===== src/rtl/lif_array_scheduler.sv =====
// Shared leaky-integrate-and-fire datapath time-multiplexed over N_NEURONS virtual neurons.
// Latency: start in cycle 0, done in cycle N+1; each spike adds one EMIT cycle plus stall cycles.
// Backpressure: spike events wait in EMIT with spk_valid/spk_id held until spk_ready; the walk freezes.
module lif_array_scheduler #(
  parameter int N_NEURONS  = 4,
  parameter int W          = 8,
  parameter int LEAK_SHIFT = 1,
  parameter int AW         = 2
) (
  input  logic          clk,
  input  logic          rst_n,
  input  logic          start,
  output logic          busy,
  output logic          done,
  input  logic          cur_we,
  input  logic [AW-1:0] cur_addr,
  input  logic [W-1:0]  cur_data,
  input  logic          thr_we,
  input  logic [W-1:0]  thr_data,
  output logic          spk_valid,
  input  logic          spk_ready,
  output logic [AW-1:0] spk_id,
  input  logic [AW-1:0] dbg_addr,
  output logic [W-1:0]  dbg_state
);

  typedef enum logic [1:0] {S_IDLE, S_UPDATE, S_EMIT, S_DONE} fsm_t;

  fsm_t            state_q, state_d;
  logic [AW-1:0]   idx_q, idx_d;

  logic [W-1:0]    mem_q [N_NEURONS];
  logic [W-1:0]    cur_q [N_NEURONS];
  logic [N_NEURONS-1:0] spiked_q;
  logic [W-1:0]    thr_q;

  logic            last_idx;
  logic [W-1:0]    leak;
  logic [W:0]      sum;
  logic [W-1:0]    nxt;
  logic            spike;

  assign last_idx = (idx_q == AW'(N_NEURONS - 1));

  // Shared update datapath: leak (zeroed right after a spike), add current, saturate, compare.
  always_comb begin
    leak  = spiked_q[idx_q] ? '0 : (mem_q[idx_q] >> LEAK_SHIFT);
    sum   = {1'b0, cur_q[idx_q]} + {1'b0, leak};
    nxt   = sum[W] ? {W{1'b1}} : sum[W-1:0];
    spike = (nxt >= thr_q);
  end

  // FSM state and neuron index registers; reset aborts any timestep in flight.
  always_ff @(posedge clk or negedge rst_n) begin
    if (!rst_n) begin
      state_q <= S_IDLE;
      idx_q   <= '0;
    end else begin
      state_q <= state_d;
      idx_q   <= idx_d;
    end
  end

  // Next-state: walk neurons, detour through EMIT on a spike, finish through DONE.
  always_comb begin
    state_d = state_q;
    idx_d   = idx_q;
    case (state_q)
      S_IDLE: begin
        if (start) begin
          state_d = S_UPDATE;
          idx_d   = '0;
        end
      end
      S_UPDATE: begin
        if (spike) begin
          state_d = S_EMIT;
        end else if (last_idx) begin
          state_d = S_DONE;
        end else begin
          idx_d = idx_q + 1'b1;
        end
      end
      S_EMIT: begin
        if (spk_ready) begin
          if (last_idx) begin
            state_d = S_DONE;
          end else begin
            state_d = S_UPDATE;
            idx_d   = idx_q + 1'b1;
          end
        end
      end
      S_DONE: begin
        state_d = S_IDLE;
        idx_d   = '0;
      end
      default: begin
        state_d = S_IDLE;
        idx_d   = '0;
      end
    endcase
  end

  // Outputs decoded from state; spk_id is the frozen index while the event waits.
  always_comb begin
    busy      = (state_q != S_IDLE);
    done      = (state_q == S_DONE);
    spk_valid = (state_q == S_EMIT);
    spk_id    = (state_q == S_EMIT) ? idx_q : '0;
  end

  // Per-neuron storage: current writes any time, state/spiked written by the UPDATE cycle.
  always_ff @(posedge clk or negedge rst_n) begin
    if (!rst_n) begin
      for (int i = 0; i < N_NEURONS; i++) begin
        mem_q[i] <= '0;
        cur_q[i] <= '0;
      end
      spiked_q <= '0;
    end else begin
      // The datapath reads cur_q this cycle, so a same-cycle write lands for the next timestep.
      if (cur_we && (int'(cur_addr) < N_NEURONS)) begin
        cur_q[cur_addr] <= cur_data;
      end
      if (state_q == S_UPDATE) begin
        mem_q[idx_q]    <= nxt;
        spiked_q[idx_q] <= spike;
      end
    end
  end

  // Global threshold, only changeable between timesteps so a walk sees one value.
  always_ff @(posedge clk or negedge rst_n) begin
    if (!rst_n) begin
      thr_q <= {1'b1, {(W-1){1'b0}}};
    end else if (thr_we && (state_q == S_IDLE)) begin
      thr_q <= thr_data;
    end
  end

  // Combinational state readback for debug.
  always_comb begin
    dbg_state = (int'(dbg_addr) < N_NEURONS) ? mem_q[dbg_addr] : '0;
  end

endmodule


===== config.mk =====
export PLATFORM = sky130hd
export DESIGN_NAME = lif_array_scheduler
export DESIGN_NICKNAME = d
export VERILOG_FILES = /design/src/rtl/lif_array_scheduler.sv
export SDC_FILE = /design/constraint.sdc
export NUM_CORES = 1
export LEC_CHECK = 0
export CORE_ASPECT_RATIO = 1.5
export CORE_MARGIN = 1.5
export CORE_UTILIZATION = 45
export DETAILED_ROUTE_END_ITERATION = 16
export PLACE_DENSITY = 0.64
export SYNTH_ARGS = -nofsm -noshare
export SYNTH_HDL_FRONTEND = slang
export SYNTH_SLANG_ARGS = --single-unit
export TNS_END_PERCENT = 10

===== constraint.sdc =====
create_clock -name clk -period 4.4 [get_ports clk]
set_input_delay 0.88 -clock clk [delete_from_list [all_inputs] [get_ports clk]]
set_output_delay 0.88 -clock clk [all_outputs]
set_load 0.01 [all_outputs]

==> results.md <==
Power:
- Net switching is 40.5% of the power.
- The internal power component is 2.88 mW.
- After layout, the design draws a total of 4.85 mW.
- The static power due to leakage is 2.37 nW.
- The share of total power dissipated in combinational logic is 58.8%.
- Summed over all nets, the switching power comes to 1.97 mW.
- Sequential cells burn 24.7% of the power.
- Across the VDD grid, the largest voltage drop is 403 uV.
- Power spread over the standard cell area amounts to 916 nW/um^2.
- The clock network power share is 16.5%.

Final layout:
- 0 antenna diodes ended up in the layout.
- The net total in the final layout is 460.
- The ratio of cells with drive above 1 in the final layout is 25.9%.
- The count of non-filler cells in the finished layout is 525.
- Once layout is done, the placed cells without fillers occupy 5290 sq um.
- The area growth from synthesis to layout is 21.2%.
- After filler insertion, the fill cell instance count of the layout stands at 798.

Clock tree:
- The TritonCTS buffer count is 9.
- The clock tree root buffer cell is clkbuf_16.
- The CTS tree is done.
- The maximum level of the CTS H-tree is 3.
- The clock net sink count is 80.
- The clock transition time at the flip-flop clock pins of the worst setup and hold paths is 0.06 ns.
- In this run the deepest clock path goes through 2 buffers.
- The clock reaches the later pin of the worst-skew pair after 0.35 ns.

Worst setup path:
- Counting both buffers and inverters, the worst setup path holds a total of 0.
- The most frequent cell on the critical path is ha_1.
- The slowest cell on the critical path is mux4_1.
- The cell class contributing the biggest share of worst-path delay is compound AO/OA/AOI/OAI gates.
- The signal on the critical path passes through mux4_1 > nor2b_1 > ha_1 > fa_1 > a211oi_2 > o21bai_1 > or3_4 > o211ai_4 > nand2b_1 > ha_1 > nand2_1 > nor3_2 > a21oi_2 > o211ai_1 > mux2i_1.
- For the worst setup path, the data required time is 4.66 ns.
- The start-to-end type of the worst setup path is flop to flop.
- The maximum net fanout on the critical path is 5.
- STA classifies the critical path endpoint as a flop.
- In this design, the stage delay of the slowest critical-path cell is 0.56 ns.
- The worst setup path is launched from a flop.
- Data arrives at the worst endpoint at 4.45 ns.

Die:
- The floorplan has 43 rows.
- The initial utilization of the core area, before any placement, comes to 46.6%.
- During I/O placement, the number of pins put on the boundary was 39.
- The width of the die is 83.4 microns.
- The die is 124 microns tall.
- The die covers 10,300 sq um.
- In this run the standard cell core region covers 9360 sq um.

Yosys:
- The share of the yosys chip area belonging to registers is 45.9%.
- The fraction of registers with async set/reset is 100%.
- Summing every instance area after synthesis gives 4370 sq um.
- The yosys synthesis warning count is 0.
- The number of distinct library cells after synthesis is 43.
- The net count of the mapped netlist is 406.
- In the synthesized netlist the dominant register cell turns out to be dfrtp_1.
- After synthesis, the cell types taking the most area are dfrtp_1, mux2_2, mux4_2.
- The share of synthesized area in the top cell type comes to 45.3%.
- The synthesized design contains 80 register bits.
- Each instance of the synthesized netlist takes up on average 12.3 sq um.
- The count of flip-flops with a built-in enable after synthesis is 0.
- The synthesized netlist cell count is 355.
- dfrtp_1 takes more of the synthesized area than any other cell.

Timing:
- For the pin with the worst max-slew slack, the measured transition is 1.01 ns.
- Timing would allow up to 239 MHz.
- The final-report max-slew violation count is 0.
- The post-layout minimum cycle time is 4.19 ns.
- The sum of negative setup slack is 0 ns.
- The total of endpoints with negative setup slack in the final report is 0.
- The number of hold violations in the final report is 0.
- Setup repair after global routing left no endpoint under its margin.
- The fraction of the cycle the final worst path needs is 95.2%.
- Headroom to the max-slew limit came out at 32.4%.
- Between clock sinks in the finished design, the worst skew comes to 0.00965 ns.
- Once routing completed, OpenROAD measured the worst setup slack at 0.209 ns.

Status:
- The flow ran to the end, and the final reports show no timing, DRC or antenna violations.

Placed design:
- The total of buffers placed on input and output ports is 38.
- The worst setup timing slack at the placement stage is 0.0734 ns.
- Detailed placement finished with a half-perimeter wire length of 6790 microns.
- The weighted congestion at the end of routability-driven global placement is 0.839.
- Once placement finished, the instance area stood at 4940 sq um.
- The cell count after placement is 507.

Routing:
- The detailed-routing iteration count for the pre-antenna-repair pass is 4.
- The detailed router's first-iteration violation count is 155.
- The final routed wire length divided by cell count is 18.3 microns.
- The count of vias placed by the detailed router is 2,985.
- The number of vias per cell is 5.69.
- The wire length after detailed routing is 9620 microns.
- The final routed DRC violation total is 0.
- The detail route stage leaves a number of antenna-violating nets equal to 0.

GRT:
- Entering global routing, the biggest net connects 81 pins.
- The first global-routing pass estimated 16,300 microns of wire.
- The number of global-route vias before repair is 3,027.
- Global routing used 20.8% of the available tracks.
- For this run the aggregate overflow at the end of global routing stands at 0.
- The number of antenna violations at the first check in global routing is 0.

Hold path:
- The path class of the tightest hold or removal check is flop to flop.

Flow run:
- The max-capacitance violation count is 0.
[layer usage]
layer | track usage (%) | part of all wire [%] | vias up
met5 | 0 | 0 | -
met4 | 8.30 | 2.2 | 0
met3 | 3.25 | 2.6 | 15
met2 | 36.7 | 51 | 49
met1 | 25.8 | 44 | 1526
li1 | - | - | 1395
[registers in the layout (all words and copies together) (netlist names)]
signal and count:
cur_q 32, mem_q 32, state_q 2, thr_q 8
spiked_q 4, idx_q 2
[layout make-up]
cell class	instances	area, sq um	area share, %
multi-input combinational	244	2250	42.6
sequential	80	2000	37.9
timing repair buffer	54	510	9.65
clock buffer	10	229	4.33
tap	112	140	2.65
clock inverter	5	81.3	1.54
inverter	20	75.1	1.42
[synthesized netlist by cell type, types with 3 or more instances]
master,number
a211oi_1,4
a21oi_1,7
and2_1,3
clkbuf_1,6
dfrtp_1,79
ha_1,24
inv_1,20
mux2_2,44
mux2i_1,6
mux4_1,6
mux4_2,18
nand2_1,42
nor2_1,8
nor2b_1,10
o21ai_0,39
[worst min-delay path, delay by kind of cell, from the launching register on]
family             cells  cell delay (ns)
DFF                    1             0.34
AOI/OAI and AO/OA      1             0.06
and+or+nand+nor        1             0.05
[worst paths after layout]
kind | start | to | slack (ns) | cells past startpoint
max | idx_q[0] | idx_q[1] | 0.21 | 15
min | spiked_q[2] | spiked_q[2] | 0.48 | 2
max reg2reg | idx_q[0] | idx_q[1] | 0.21 | 15
min reg2reg | spiked_q[2] | spiked_q[2] | 0.48 | 2
max in group asynchronous | rst_n | idx_q[0] | 2.97 | 1
min in group asynchronous | rst_n | cur_q[4] | 0.71 | 1
[stage by stage]
stage | hold WS (ns) | utilization [%]
CTS | 0.482 | 56.1
global route | 0.509 | 56.5
global placement | 0.456 | 52.8
floorplan | 0.445 | -
finish | 0.480 | 56.5
detailed placement | 0.468 | 52.8
[cells by family after synthesis]
family	after synthesis	share of synthesized area, %
DFF	80	45.9
and+or+nand+nor	79	8.77
muxes	75	25.9
AOI/OAI and AO/OA	63	8.77
buffers and inverters	31	2.89
adders and majority gates	25	7.34
xor gates and xnor gates	2	0.401
[power groups by stage]
stage / Clock [mW] / Sequential (mW) / Combinational [mW]
2_1_floorplan: 0 / 1.13 / 1.82
3_3_place_gp: 0 / 1.19 / 2.70
3_5_place_dp: 0 / 1.20 / 2.74
4_1_cts: 0.812 / 1.20 / 2.76
5_1_grt: 0.846 / 1.23 / 3.14
6_report: 0.799 / 1.20 / 2.85
[cells in the final DEF (no fill, tap or decap), types with 3 or more instances in the layout]
cell	count
mux2_2	44
and2_1	3
nand2_1	42
inv_1	20
clkdlybuf4s50_1	37
o21ai_0	38
mux4_1	6
nor2b_1	9
a211oi_1	3
ha_1	24
clkbuf_16	9
dfrtp_1	78
nor2_1	8
mux2i_1	6
buf_4	16
mux4_2	18
a21oi_1	6
[timing repair]
action                     in CTS  in global routing
setup endpoints to repair       0                  8
setup buffers                   0                  3
gates resized for setup         0                  6
hold buffers                    0                  0
(Power assumes the default switching activity.)
